$ cat src/rtl/seg7_scan_ctrl.sv
// seg7_scan_ctrl: 8-digit common-anode 7-segment scanner with double-buffered value and blanking gap
module seg7_scan_ctrl #(
    parameter int TICK_DIV     = 100000,
    parameter int BLANK_CYCLES = 1000
) (
    input  logic        Clk,
    input  logic        Reset,
    input  logic        load_i,
    input  logic [31:0] data_i,
    input  logic [7:0]  dp_i,
    input  logic [7:0]  en_i,
    output logic        frame_o,
    output logic [7:0]  display,
    output logic [7:0]  Anode
);
    localparam int CW = $clog2(TICK_DIV);
    localparam logic [CW-1:0] SLOT_LAST  = CW'(TICK_DIV - 1);
    localparam logic [CW-1:0] BLANK_LAST = CW'(BLANK_CYCLES - 1);

    typedef enum logic {BLANK, SHOW} state_t;

    state_t        state_q, state_d;
    logic [CW-1:0] cnt_q, cnt_d;
    logic [2:0]    idx_q, idx_d;
    logic [47:0]   pend_q, pend_d, act_q, act_d;
    logic          pend_flag_q, pend_flag_d;
    logic [7:0]    anode_q, anode_d, display_q, display_d;
    logic [47:0]   in_bundle;
    logic [31:0]   act_data;
    logic [7:0]    act_dp, act_en;
    logic [3:0]    nib;
    logic          lit;

    // bundles are packed {en, dp, data}
    assign in_bundle = {en_i, dp_i, data_i};
    assign act_data  = act_q[31:0];
    assign act_dp    = act_q[39:32];
    assign act_en    = act_q[47:40];
    assign Anode     = anode_q;
    assign display   = display_q;

    function automatic logic [6:0] seg(input logic [3:0] n);
        case (n)
            4'h0: seg = 7'h40;
            4'h1: seg = 7'h79;
            4'h2: seg = 7'h24;
            4'h3: seg = 7'h30;
            4'h4: seg = 7'h19;
            4'h5: seg = 7'h12;
            4'h6: seg = 7'h02;
            4'h7: seg = 7'h78;
            4'h8: seg = 7'h00;
            4'h9: seg = 7'h10;
            4'hA: seg = 7'h08;
            4'hB: seg = 7'h03;
            4'hC: seg = 7'h46;
            4'hD: seg = 7'h21;
            4'hE: seg = 7'h06;
            4'hF: seg = 7'h0E;
        endcase
    endfunction

    always_comb begin
        state_d     = state_q;
        cnt_d       = cnt_q + CW'(1);
        idx_d       = idx_q;
        pend_d      = pend_q;
        pend_flag_d = pend_flag_q;
        act_d       = act_q;
        frame_o     = 1'b0;
        nib         = act_data[{idx_q, 2'b00} +: 4];
        lit         = (state_q == SHOW) && act_en[idx_q];
        anode_d     = lit ? ~(8'd1 << idx_q) : 8'hFF;
        display_d   = lit ? {~act_dp[idx_q], seg(nib)} : 8'hFF;
        if (state_q == BLANK && cnt_q == BLANK_LAST)
            state_d = SHOW;
        if (state_q == SHOW && cnt_q == SLOT_LAST) begin
            state_d = BLANK;
            cnt_d   = '0;
            idx_d   = idx_q + 3'd1;
            frame_o = (idx_q == 3'd7);
        end
        if (load_i) begin
            pend_d      = in_bundle;
            pend_flag_d = 1'b1;
        end
        // a load landing on the boundary bypasses the pending buffer
        if (frame_o) begin
            act_d       = load_i ? in_bundle : (pend_flag_q ? pend_q : act_q);
            pend_flag_d = 1'b0;
        end
    end

    always_ff @(posedge Clk) begin
        if (!Reset) begin
            state_q     <= BLANK;
            cnt_q       <= '0;
            idx_q       <= '0;
            pend_q      <= '0;
            pend_flag_q <= 1'b0;
            act_q       <= '0;
            anode_q     <= 8'hFF;
            display_q   <= 8'hFF;
        end else begin
            state_q     <= state_d;
            cnt_q       <= cnt_d;
            idx_q       <= idx_d;
            pend_q      <= pend_d;
            pend_flag_q <= pend_flag_d;
            act_q       <= act_d;
            anode_q     <= anode_d;
            display_q   <= display_d;
        end
    end
endmodule
$ cat config.mk
export PLATFORM = sky130hd
export DESIGN_NAME = seg7_scan_ctrl
export DESIGN_NICKNAME = d
export VERILOG_FILES = /design/src/rtl/seg7_scan_ctrl.sv
export SDC_FILE = /design/constraint.sdc
export NUM_CORES = 1
export LEC_CHECK = 0
export BUFFER_PORTS_ARGS = -buffer_cell sky130_fd_sc_hd__buf_2
export CAP_MARGIN = 20
export CORE_UTILIZATION = 32
export CTS_BUF_LIST = sky130_fd_sc_hd__clkbuf_8
export DETAILED_ROUTE_END_ITERATION = 8
export GPL_TIMING_DRIVEN = 0
export PLACE_DENSITY = 0.5
export SLEW_MARGIN = 20
export SYNTH_ARGS = -nofsm -noshare
export SYNTH_HDL_FRONTEND = slang
export SYNTH_SLANG_ARGS = --single-unit
$ cat constraint.sdc
create_clock -name Clk -period 2.6 [get_ports Clk]
set_clock_uncertainty 0.05 [all_clocks]
set_input_delay 0.52 -clock Clk [delete_from_list [all_inputs] [get_ports Clk]]
set_output_delay 0.52 -clock Clk [all_outputs]
set_load 0.01 [all_outputs]
* After elaboration in Yosys (flattened, before gate mapping) *
Memory sizes are Yosys's and may differ from the RTL's. A register that Yosys moved wholly into a read port is not among the register bits.
Cells that the tools add are included.
W data, S select, Z words.

word-level totals
  flip-flop bits (word level) = 134
  logic and storage cells = 37
  output and inout port bits = 17
  bits in read-only memories = 112
  input port bits = 51
  memories kept = 1

memories
  memory            depth  bits a word  read ports  clocked after memory_dff  wr ports  RTL line  text
  (name not given)  16     7            1           1                         0         43        case (n)

operators by class
  reductions and logical operators = 9
  eq/ne operators = 3
  add/subtract/negate cells = 2
  shifts and indexed selects = 2
  bitwise gates (word level) = 4
  muxes and demuxes = 7
  magnitude comparators = 1

operators by type and width
  operator                 number
  $mux W48                 2
  $shiftx A32 B6 Y4        1
  $add A17 B1 Y17 const B  1
  $eq A17 B10 Y1 const B   1
  $eq A17 B17 Y1 const B   1
  $not A8 Y8               1
  $shl A1 B3 Y8 const A    1
  $bmux W1 S3              2
  $lt A3 B4 Y1 const B     1
  $reduce_and A2 Y1        2
  $reduce_or A2 Y1         2
  $add A3 B1 Y3 const B    1
  $eq A3 B3 Y1 const B     1
  $logic_and A1 B1 Y1      3
  $mux W1                  3
  $not A1 Y1               3
  $reduce_bool A2 Y1       1
  $logic_not A1 Y1         1

* Longest topological paths before layout *
Gate-level depths: netlist of the first run.

  word-level depth = 5
  gate-level depth with buffers = 9
  gate-level depth less buffers = 7

* Worst setup path after synthesis of the first run *
Ideal clock, no wire load.

  kind = flip-flop to flip-flop
  start point = reg idx_q[0]
  end point = reg display_q[3] (netlist: display[3])
  data required time = 2430 ps
  period minus slack after synthesis = 2362 ps
  buffers on the path = 2
  cell stages (with the launch flop) = 10
  data arrival time = 2192 ps
  path slack = 238 ps
  library setup time = 120 ps
  path through = dfxtp_1 > buf_6 > buf_6 > mux4_2 > mux2i_1 > inv_1 > ha_1 > o21ai_0 > nand3_1 > a211o_1

between the ends
  longest elaborated chain between the ends = 5
  elaborated cells on any way between the ends = 6
  those cells by class = shift: 1; mux: 2; reduce/logical: 3

RTL lines
  element                        RTL line  text
  start, declared                24        logic [2:0] idx_q, idx_d;
  start signal, assigned         107       idx_q <= idx_d;
  $bmux W1 S3                    72        lit = (state_q == SHOW) && act_en[idx_q];
  $mux W1 (implied by the code)  72
  $logic_and A1 B1 Y1            72
  $reduce_and A2 Y1 (no line)    --
  $logic_not A1 Y1 (no line)     --
  end, declared                  27        logic [7:0] anode_q, anode_d, display_q, display_d;

Several ways; a longest one is shown, not always the timed one. The select of a mux whose other input is x is not followed.
A chain may end at the register's enable or synchronous reset.

* Worst setup path after layout of the first run *
Ends and elaborated chain as after synthesis.

==> metrics.log, run 1 <==
[metrics] outcome: completed
[metrics] fillers: 1670
[metrics] core area: around 0.017 mm²
[metrics] largest area contributor in the synthesized netlist: sky130_fd_sc_hd__dfxtp_1
[metrics] count of mapped cells out of synthesis: between 500 and 600
[metrics] Die Wd: roughly 130 µm
[metrics] final critical path time including I/O delays and setup: about 2.5 ns
[metrics] die height: approximately 130 µm
[metrics] maximum vdd drop: 0.360 mV
[metrics] Synth-to-Final Area Change: 20.3%
[metrics] CP max FO: 10
[metrics] maximum capacitance violations: 0
[metrics] drt wl/cell: approximately 15 µm
[metrics] number of sinks driven by the clock tree: between 100 and 150
[metrics] post-detailed-placement half-perimeter wirelength: between 9000 and 10000 µm
[metrics] antenna violations before repair: 0
[metrics] static leakage power: roughly 0.0033 µW
[metrics] netlist area before placement: about 0.0056 mm²
[metrics] area share of the largest cell type after synthesis: 0.482
[metrics] register-to-register setup slack: 0.11 ns
[metrics] average vias per placed instance: approximately 4.7
[metrics] GRT Residual Overflow: 0
[metrics] vias in the first global route: just over 4000
[metrics] setup slack of the critical path after layout: about 0.11 ns
[metrics] source-to-sink clock delay at the later pin of the worst-skew pair: ~0.45 ns
[metrics] final slew viol count: 0
[metrics] ys flop type: sky130_fd_sc_hd__dfxtp_1
[metrics] cell depth of the worst hold path: 3
[metrics] maximum number of pins on one net before global-route repair: 17
[metrics] xor/xnor share of the synthesized area: 0.0252
[metrics] total CTS buffers: 17
[metrics] number of cells traversed by the worst register-to-register path: 9
[metrics] number of nets produced by synthesis: 589
[metrics] power per standard cell area: 626 mW/mm²
[metrics] CTS H-tree depth: 4
[metrics] first-pass GRT wire length: 20900 µm
[metrics] type of destination of the critical path: flip-flop
[metrics] largest family of logic cells by synthesized area: simple AND/OR/NAND/NOR gates
[metrics] Initial Util: 0.332
[metrics] Max transition margin: 0.455
[metrics] first-pass detailed-route iteration total: 4
[metrics] area enclosed by the die boundary: between 0.015 and 0.02 mm²
[metrics] overall fraction of global-route tracks in use: 0.153
[metrics] Synth Warn #: 0
[metrics] number of diodes added for antenna fixing: 0
[metrics] flip-flop and latch count after synthesis: approximately 130
[metrics] Worst-path clk slew: approximately 0.07 ns
[metrics] layout cell share with drive strength beyond 1: 0.227
[metrics] total wire length: around 13000 µm
[metrics] root buffer cell: sky130_fd_sc_hd__clkbuf_8
[metrics] share of synthesized cell area in and, or, nand and nor gates: 0.164
[metrics] io pins: between 60 and 70
[metrics] post-synthesis adder-cell area fraction: 0.0270
[metrics] antenna viol nets, final: 0
[metrics] deepest clock path buffer count: 2
[metrics] vias post-DR: approximately 4000
[metrics] Seq/Total Area, Yosys: 0.482
[metrics] critical path type: reg2reg
[metrics] portion of netlist area occupied by mux cells: 0.151
[metrics] Detailed Route Iter0 Violations: about 180
[metrics] final critical-path share of the clock period: 0.960
[metrics] sort of element at the start of the critical path: flip-flop
[metrics] dominant cells by area after synthesis: sky130_fd_sc_hd__dfxtp_1 (48%), sky130_fd_sc_hd__mux2i_1 (11%), sky130_fd_sc_hd__o211a_1 (8.6%)
[metrics] residual DRC count: 0
[metrics] clock tree from TritonCTS: yes
[metrics] Setup-failing EPs final: 0
[metrics] critical path required time: 2.89 ns
[metrics] Tightest Pin Transition: 0.818 ns
[metrics] average size of a mapped cell: approximately 11 µm²
[metrics] number of synthesized flops with an enable pin: 0
[metrics] CP Data Arrival Time: roughly 2.8 ns
[metrics] Port Buffer Count: 66
[metrics] endpoints failing hold: 0
[metrics] net total in the final layout: between 600 and 700
[metrics] final worst hold slack: ~0.3 ns
[metrics] achievable clock frequency: roughly 400 MHz
[metrics] Worst Hold Class: in2reg
[metrics] share of the synthesized area in compound gates (AO/OA/AOI/OAI): 0.113
[metrics] count of hold buffers inserted by post-cts repair: 0
[metrics] Async SR Flop Fraction: 0
[metrics] number of distinct library cell variants in the gate-level netlist after synthesis: 45
[metrics] pre-CTS setup slack: -0.273 ns
[metrics] placer congestion estimate: ~0.75
[metrics] number of rows created at floorplan: 47
[metal layers]
metal  global-route usage  routed length, µm  part of all wire  up-vias
met5                    0                  0                 0        -
met4               0.0663                182             0.014        0
met3               0.0378                560             0.044       15
met2                0.242               5810              0.45       86
met1                0.197               6230              0.49     1902
li1                     -                  -                 -     2023
[stage by stage]
step / setup TNS [ns] / cell area (µm²) / instances / power, µW / util
floorplan: 0 / 5570 / 526 / 2290 / -
global placement: -0.406 / 6170 / 812 / 2370 / 0.368
detailed placement: -0.631 / 6170 / 812 / 2370 / 0.368
CTS: 0 / 6650 / 846 / 4260 / 0.397
global route: -0.0290 / 6700 / 849 / 4370 / 0.400
finish: 0 / 6700 / 849 / 4190 / 0.400
[cell usage after synthesis, drive strengths merged (2+ instances only)]
library cell / instances
and2: 3
and4: 3
buf: 19
clkbuf: 15
dfxtp: 134
ha: 12
inv: 9
mux2: 2
mux2i: 59
mux4: 10
nand2: 68
nand2b: 2
nand3: 10
nand4: 3
nand4b: 2
nor2: 25
nor2b: 50
nor3: 7
nor4: 4
o211a: 48
o211ai: 2
o21ai: 6
o221ai: 3
xnor2: 9
xor2: 7
[cells by family (layout without fill, tap and decap cells)]
group,count (synthesis),after routing
and+or+nand+nor,180,180
DFF,134,134
muxes,71,71
AOI/OAI and AO/OA,69,69
buffers and inverters,44,147
xor gates and xnor gates,16,16
adders and majority gates,12,12
[where the power goes]
group | switching, µW | internal, µW | leakage, µW | total [µW]
logic | 112 | 94.6 | 0.00197 | 207
clock network | 818 | 1050 | 0.000210 | 1870
registers | 15.4 | 2100 | 0.00109 | 2120
[timing repair]
item                       CTS  global route
setup endpoints to repair    6             4
gates resized for setup      7             6
buffers inserted             2             3
gates cloned                 0             0
pin swaps                    2             2
[layout by cell type (no fill, tap or decap), types with 4 or more instances in the layout]
cell type / n
sky130_fd_sc_hd__xnor2_1: 9
sky130_fd_sc_hd__buf_2: 75
sky130_fd_sc_hd__buf_4: 12
sky130_fd_sc_hd__mux2i_1: 57
sky130_fd_sc_hd__nor3_1: 6
sky130_fd_sc_hd__ha_1: 12
sky130_fd_sc_hd__o211a_1: 48
sky130_fd_sc_hd__nand2_1: 68
sky130_fd_sc_hd__nand3_1: 10
sky130_fd_sc_hd__nor2_1: 25
sky130_fd_sc_hd__inv_1: 9
sky130_fd_sc_hd__clkinvlp_4: 4
sky130_fd_sc_hd__mux4_2: 10
sky130_fd_sc_hd__xor2_1: 7
sky130_fd_sc_hd__clkbuf_1: 14
sky130_fd_sc_hd__nor2b_1: 50
sky130_fd_sc_hd__o21ai_0: 4
sky130_fd_sc_hd__dfxtp_1: 132
sky130_fd_sc_hd__clkbuf_8: 21
[final cells by class]
cell class	instances	area (µm²)	area share
Buffer	34	185	0.0277
Clock buffer	21	289	0.0432
Clock inverter	11	148	0.0220
Inverter	10	38.8	0.00579
Multi-Input combinational cell	348	2710	0.404
Sequential cell	134	2690	0.401
Tap cell	220	275	0.0411
Timing Repair Buffer	71	368	0.0549
[sequential cells by signal, summed over array words and instances (netlist names)]
register / count
Anode: 8
act_q: 48
cnt_q: 17
display: 8
idx_q: 3
pend_flag_q: 1
pend_q: 48
state_q: 1
[worst max-delay path: stages (launching register included)]
cell and delay, ns:
sky130_fd_sc_hd__dfxtp_2 0.36, sky130_fd_sc_hd__buf_6 0.16, sky130_fd_sc_hd__buf_8 0.18, sky130_fd_sc_hd__mux4_2 0.57, sky130_fd_sc_hd__mux2i_4 0.23, sky130_fd_sc_hd__inv_1 0.11
sky130_fd_sc_hd__ha_1 0.26, sky130_fd_sc_hd__nand3_1 0.10, sky130_fd_sc_hd__nand3_1 0.10, sky130_fd_sc_hd__a211o_1 0.26
[path summary, 6_finish.rpt]
check / start / end
worst max-delay path: idx_q[0]$_SDFFE_PN0P_ / display[3]$_SDFF_PN1_
worst max register to register: idx_q[0]$_SDFFE_PN0P_ / display[3]$_SDFF_PN1_
worst min-delay path: en_i[1] / pend_q[41]$_SDFFE_PN0P_
worst min register to register: act_q[46]$_SDFFE_PN0P_ / act_q[46]$_SDFFE_PN0P_
Power figures use the tool's default switching activity.
==> inputs of run 2 (changes only) <==
CORE_ASPECT_RATIO = 1.2   (was default)
==> metrics.log, run 2 (same netlist as run 1, synthesis figures left out) <==
[metrics] vias post-DR: roughly 4000
[metrics] die height: 146 µm
[metrics] post-detailed-placement half-perimeter wirelength: between 9000 and 10000 µm
[metrics] Port Buffer Count: 66
[metrics] maximum vdd drop: between 0.2 and 0.25 mV
[metrics] root buffer cell: sky130_fd_sc_hd__clkbuf_8
[metrics] cell depth of the worst hold path: 3
[metrics] power per standard cell area: between 600 and 700 mW/mm²
[metrics] total placed instance area: between 0.006 and 0.007 mm²
[metrics] total wire length: 13000 µm
[metrics] net total in the final layout: 679
[metrics] Detailed Route Iter0 Violations: ~120
[metrics] maximum capacitance violations: 0
[metrics] Synth-to-Final Area Change: 20.2%
[metrics] layout cell share with drive strength beyond 1: 0.231
[metrics] critical path required time: 2.88 ns
[metrics] CTS H-tree depth: 4
[metrics] number of cells traversed by the worst register-to-register path: 9
[metrics] leading cell types in the layout, fill and taps excluded: sky130_fd_sc_hd__dfxtp_1 (131), sky130_fd_sc_hd__buf_2 (75), sky130_fd_sc_hd__nand2_1 (68), sky130_fd_sc_hd__mux2i_1 (57), sky130_fd_sc_hd__nor2b_1 (50)
[metrics] Worst-path clk slew: about 0.08 ns
[metrics] final slew viol count: 0
[metrics] total CTS buffers: 17
[metrics] first-pass GRT wire length: 21200 µm
[metrics] sequential cell area: 0.00269 mm²
[metrics] clock tree from TritonCTS: yes
[metrics] number of diodes added for antenna fixing: 0
[metrics] placer congestion estimate: roughly 0.83
[metrics] static leakage power: 0.00326 µW
[metrics] Max transition margin: 0.463
[metrics] largest registers: act_q (48), pend_q (48), cnt_q (17)
[metrics] achievable clock frequency: between 400 and 500 MHz
[metrics] GRT Residual Overflow: 0
[metrics] GR Layer Usage met1: 0.184
[metrics] outcome: completed
[metrics] area enclosed by the die boundary: ~0.018 mm²
[metrics] count of hold buffers inserted by post-cts repair: 0
[metrics] first-pass detailed-route iteration total: 4
[metrics] antenna violations before repair: 0
[metrics] Worst Hold Class: in2reg
[metrics] overall fraction of global-route tracks in use: 0.156
[metrics] end point of the worst hold path: pend_q[18]$_SDFFE_PN0P_
[metrics] gr busiest metal: met2
[metrics] critical register-to-register path startpoint: idx_q[0]$_SDFFE_PN0P_
[metrics] RSZ-0062 raised after global routing: no
[metrics] met3 routing resource usage after global routing: 0.0414
[metrics] Initial Util: 0.329
[metrics] drt wl/cell: roughly 15 µm
[metrics] Setup-failing EPs final: 0
[metrics] vias in the first global route: about 4300
[metrics] source-to-sink clock delay at the later pin of the worst-skew pair: roughly 0.45 ns
[metrics] antenna viol nets, final: 0
[metrics] final critical path time including I/O delays and setup: 2.45 ns
[metrics] core area: 0.0169 mm²
[metrics] Worst R2R End: display[3]$_SDFF_PN1_
[metrics] combined area of the multi-input logic cells: approximately 0.0027 mm²
[metrics] maximum number of pins on one net before global-route repair: 17
[metrics] endpoints failing hold: 0
[metrics] critical path type: reg2reg
[metrics] deepest clock path buffer count: 2
[metrics] Design Area, Final: 0.00669 mm²
[metrics] Worst Hold Launch: data_i[18]
[metrics] routing usage on met2: 0.262
[metrics] CP Data Arrival Time: ~2.7 ns
[metrics] type of destination of the critical path: flip-flop
[metrics] register-to-register setup slack: between 0.15 and 0.2 ns
[metrics] pre-CTS setup slack: -0.149 ns
[metrics] most frequent standard cell in the layout excluding fill and tap cells: sky130_fd_sc_hd__dfxtp_1
[metrics] residual DRC count: 0
[metrics] number of rows created at floorplan: 52
[metrics] Die Wd: 122 µm
[metrics] Tightest Pin Transition: roughly 0.80 ns
[metrics] sort of element at the start of the critical path: flip-flop
[metrics] number of sinks driven by the clock tree: ~130
[metrics] fillers: between 1500 and 2000
[metrics] average vias per placed instance: around 4.8
[metrics] final critical-path share of the clock period: 0.942
[metrics] CP max FO: 10
[metrics] io pins: between 60 and 70
[metrics] setup slack of the critical path after layout: roughly 0.15 ns
-- run 2: cell types whose count changed in the layout (fill, tap and decap cells not counted), sizes merged --
cell / change
clkbuf: -1
clkinvlp: +1
-- run 2: power by group --
group / switching (µW) / total [µW] / internal (µW) / leakage [µW]
combinational: 112 / 208 / 95.5 / 0.00197
clock: 812 / 1830 / 1020 / 0.000203
sequential: 15.5 / 2120 / 2100 / 0.00109
-- run 2: cell type report --
type,count,share of cell area
multi-input combinational,348,0.405
buffer,34,0.0284
timing repair buffer,71,0.0550
inverter,10,0.00580
clock inverter,12,0.0226
sequential,134,0.401
clock buffer,20,0.0411
tap,216,0.0404
-- run 2: worst max-delay path, stage by stage, from the launching register on --
cell,delay (ns)
sky130_fd_sc_hd__dfxtp_2,0.36
sky130_fd_sc_hd__buf_6,0.16
sky130_fd_sc_hd__buf_12,0.16
sky130_fd_sc_hd__mux4_2,0.55
sky130_fd_sc_hd__mux2i_4,0.20
sky130_fd_sc_hd__inv_1,0.11
sky130_fd_sc_hd__ha_1,0.25
sky130_fd_sc_hd__o21ai_0,0.10
sky130_fd_sc_hd__nand3_1,0.10
sky130_fd_sc_hd__a211o_1,0.27
-- run 2: how the worst max path moves through the flow --
stage | from | to | slack (ns) | depth (start not counted)
after floorplan | idx_q[0]$_SDFFE_PN0P_ | display[3]$_SDFF_PN1_ | 0.24 | 9
after global placement | idx_q[0]$_SDFFE_PN0P_ | display[3]$_SDFF_PN1_ | -0.07 | 9
after detailed placement | idx_q[1]$_SDFFE_PN0P_ | display[3]$_SDFF_PN1_ | -0.15 | 8
after CTS | idx_q[0]$_SDFFE_PN0P_ | display[3]$_SDFF_PN1_ | 0.02 | 9
after global routing | idx_q[0]$_SDFFE_PN0P_ | display[3]$_SDFF_PN1_ | 0.01 | 9
final | idx_q[0]$_SDFFE_PN0P_ | display[3]$_SDFF_PN1_ | 0.15 | 9
-- run 2: layer usage --
layer / vias up / share of wire
li1: 2018 / -
met2: 74 / 0.50
met3: 27 / 0.038
met4: 0 / 0.026
met5: - / 0
met1: 1931 / 0.44
-- run 2: timing repair --
| action | 4_1_cts | 5_1_grt |
|---|---|---|
| resized for setup | 6 | 11 |
| cloned | 0 | 0 |
| pin swaps | 2 | 1 |
| endpoints found under the setup margin | 6 | 5 |
| buffers inserted | 2 | 3 |
-- run 2: per-stage QoR --
step	TNS, ns	hold WS, ns	instances	power (µW)	utilization
after global placement	-0.0835	0.422	808	2370	0.365
after detailed placement	-0.361	0.428	808	2380	0.365
after global routing	0	0.294	845	4350	0.396
after floorplan	0	0.399	526	2290	-
final	0	0.300	845	4150	0.396
after CTS	0	0.279	842	4220	0.392
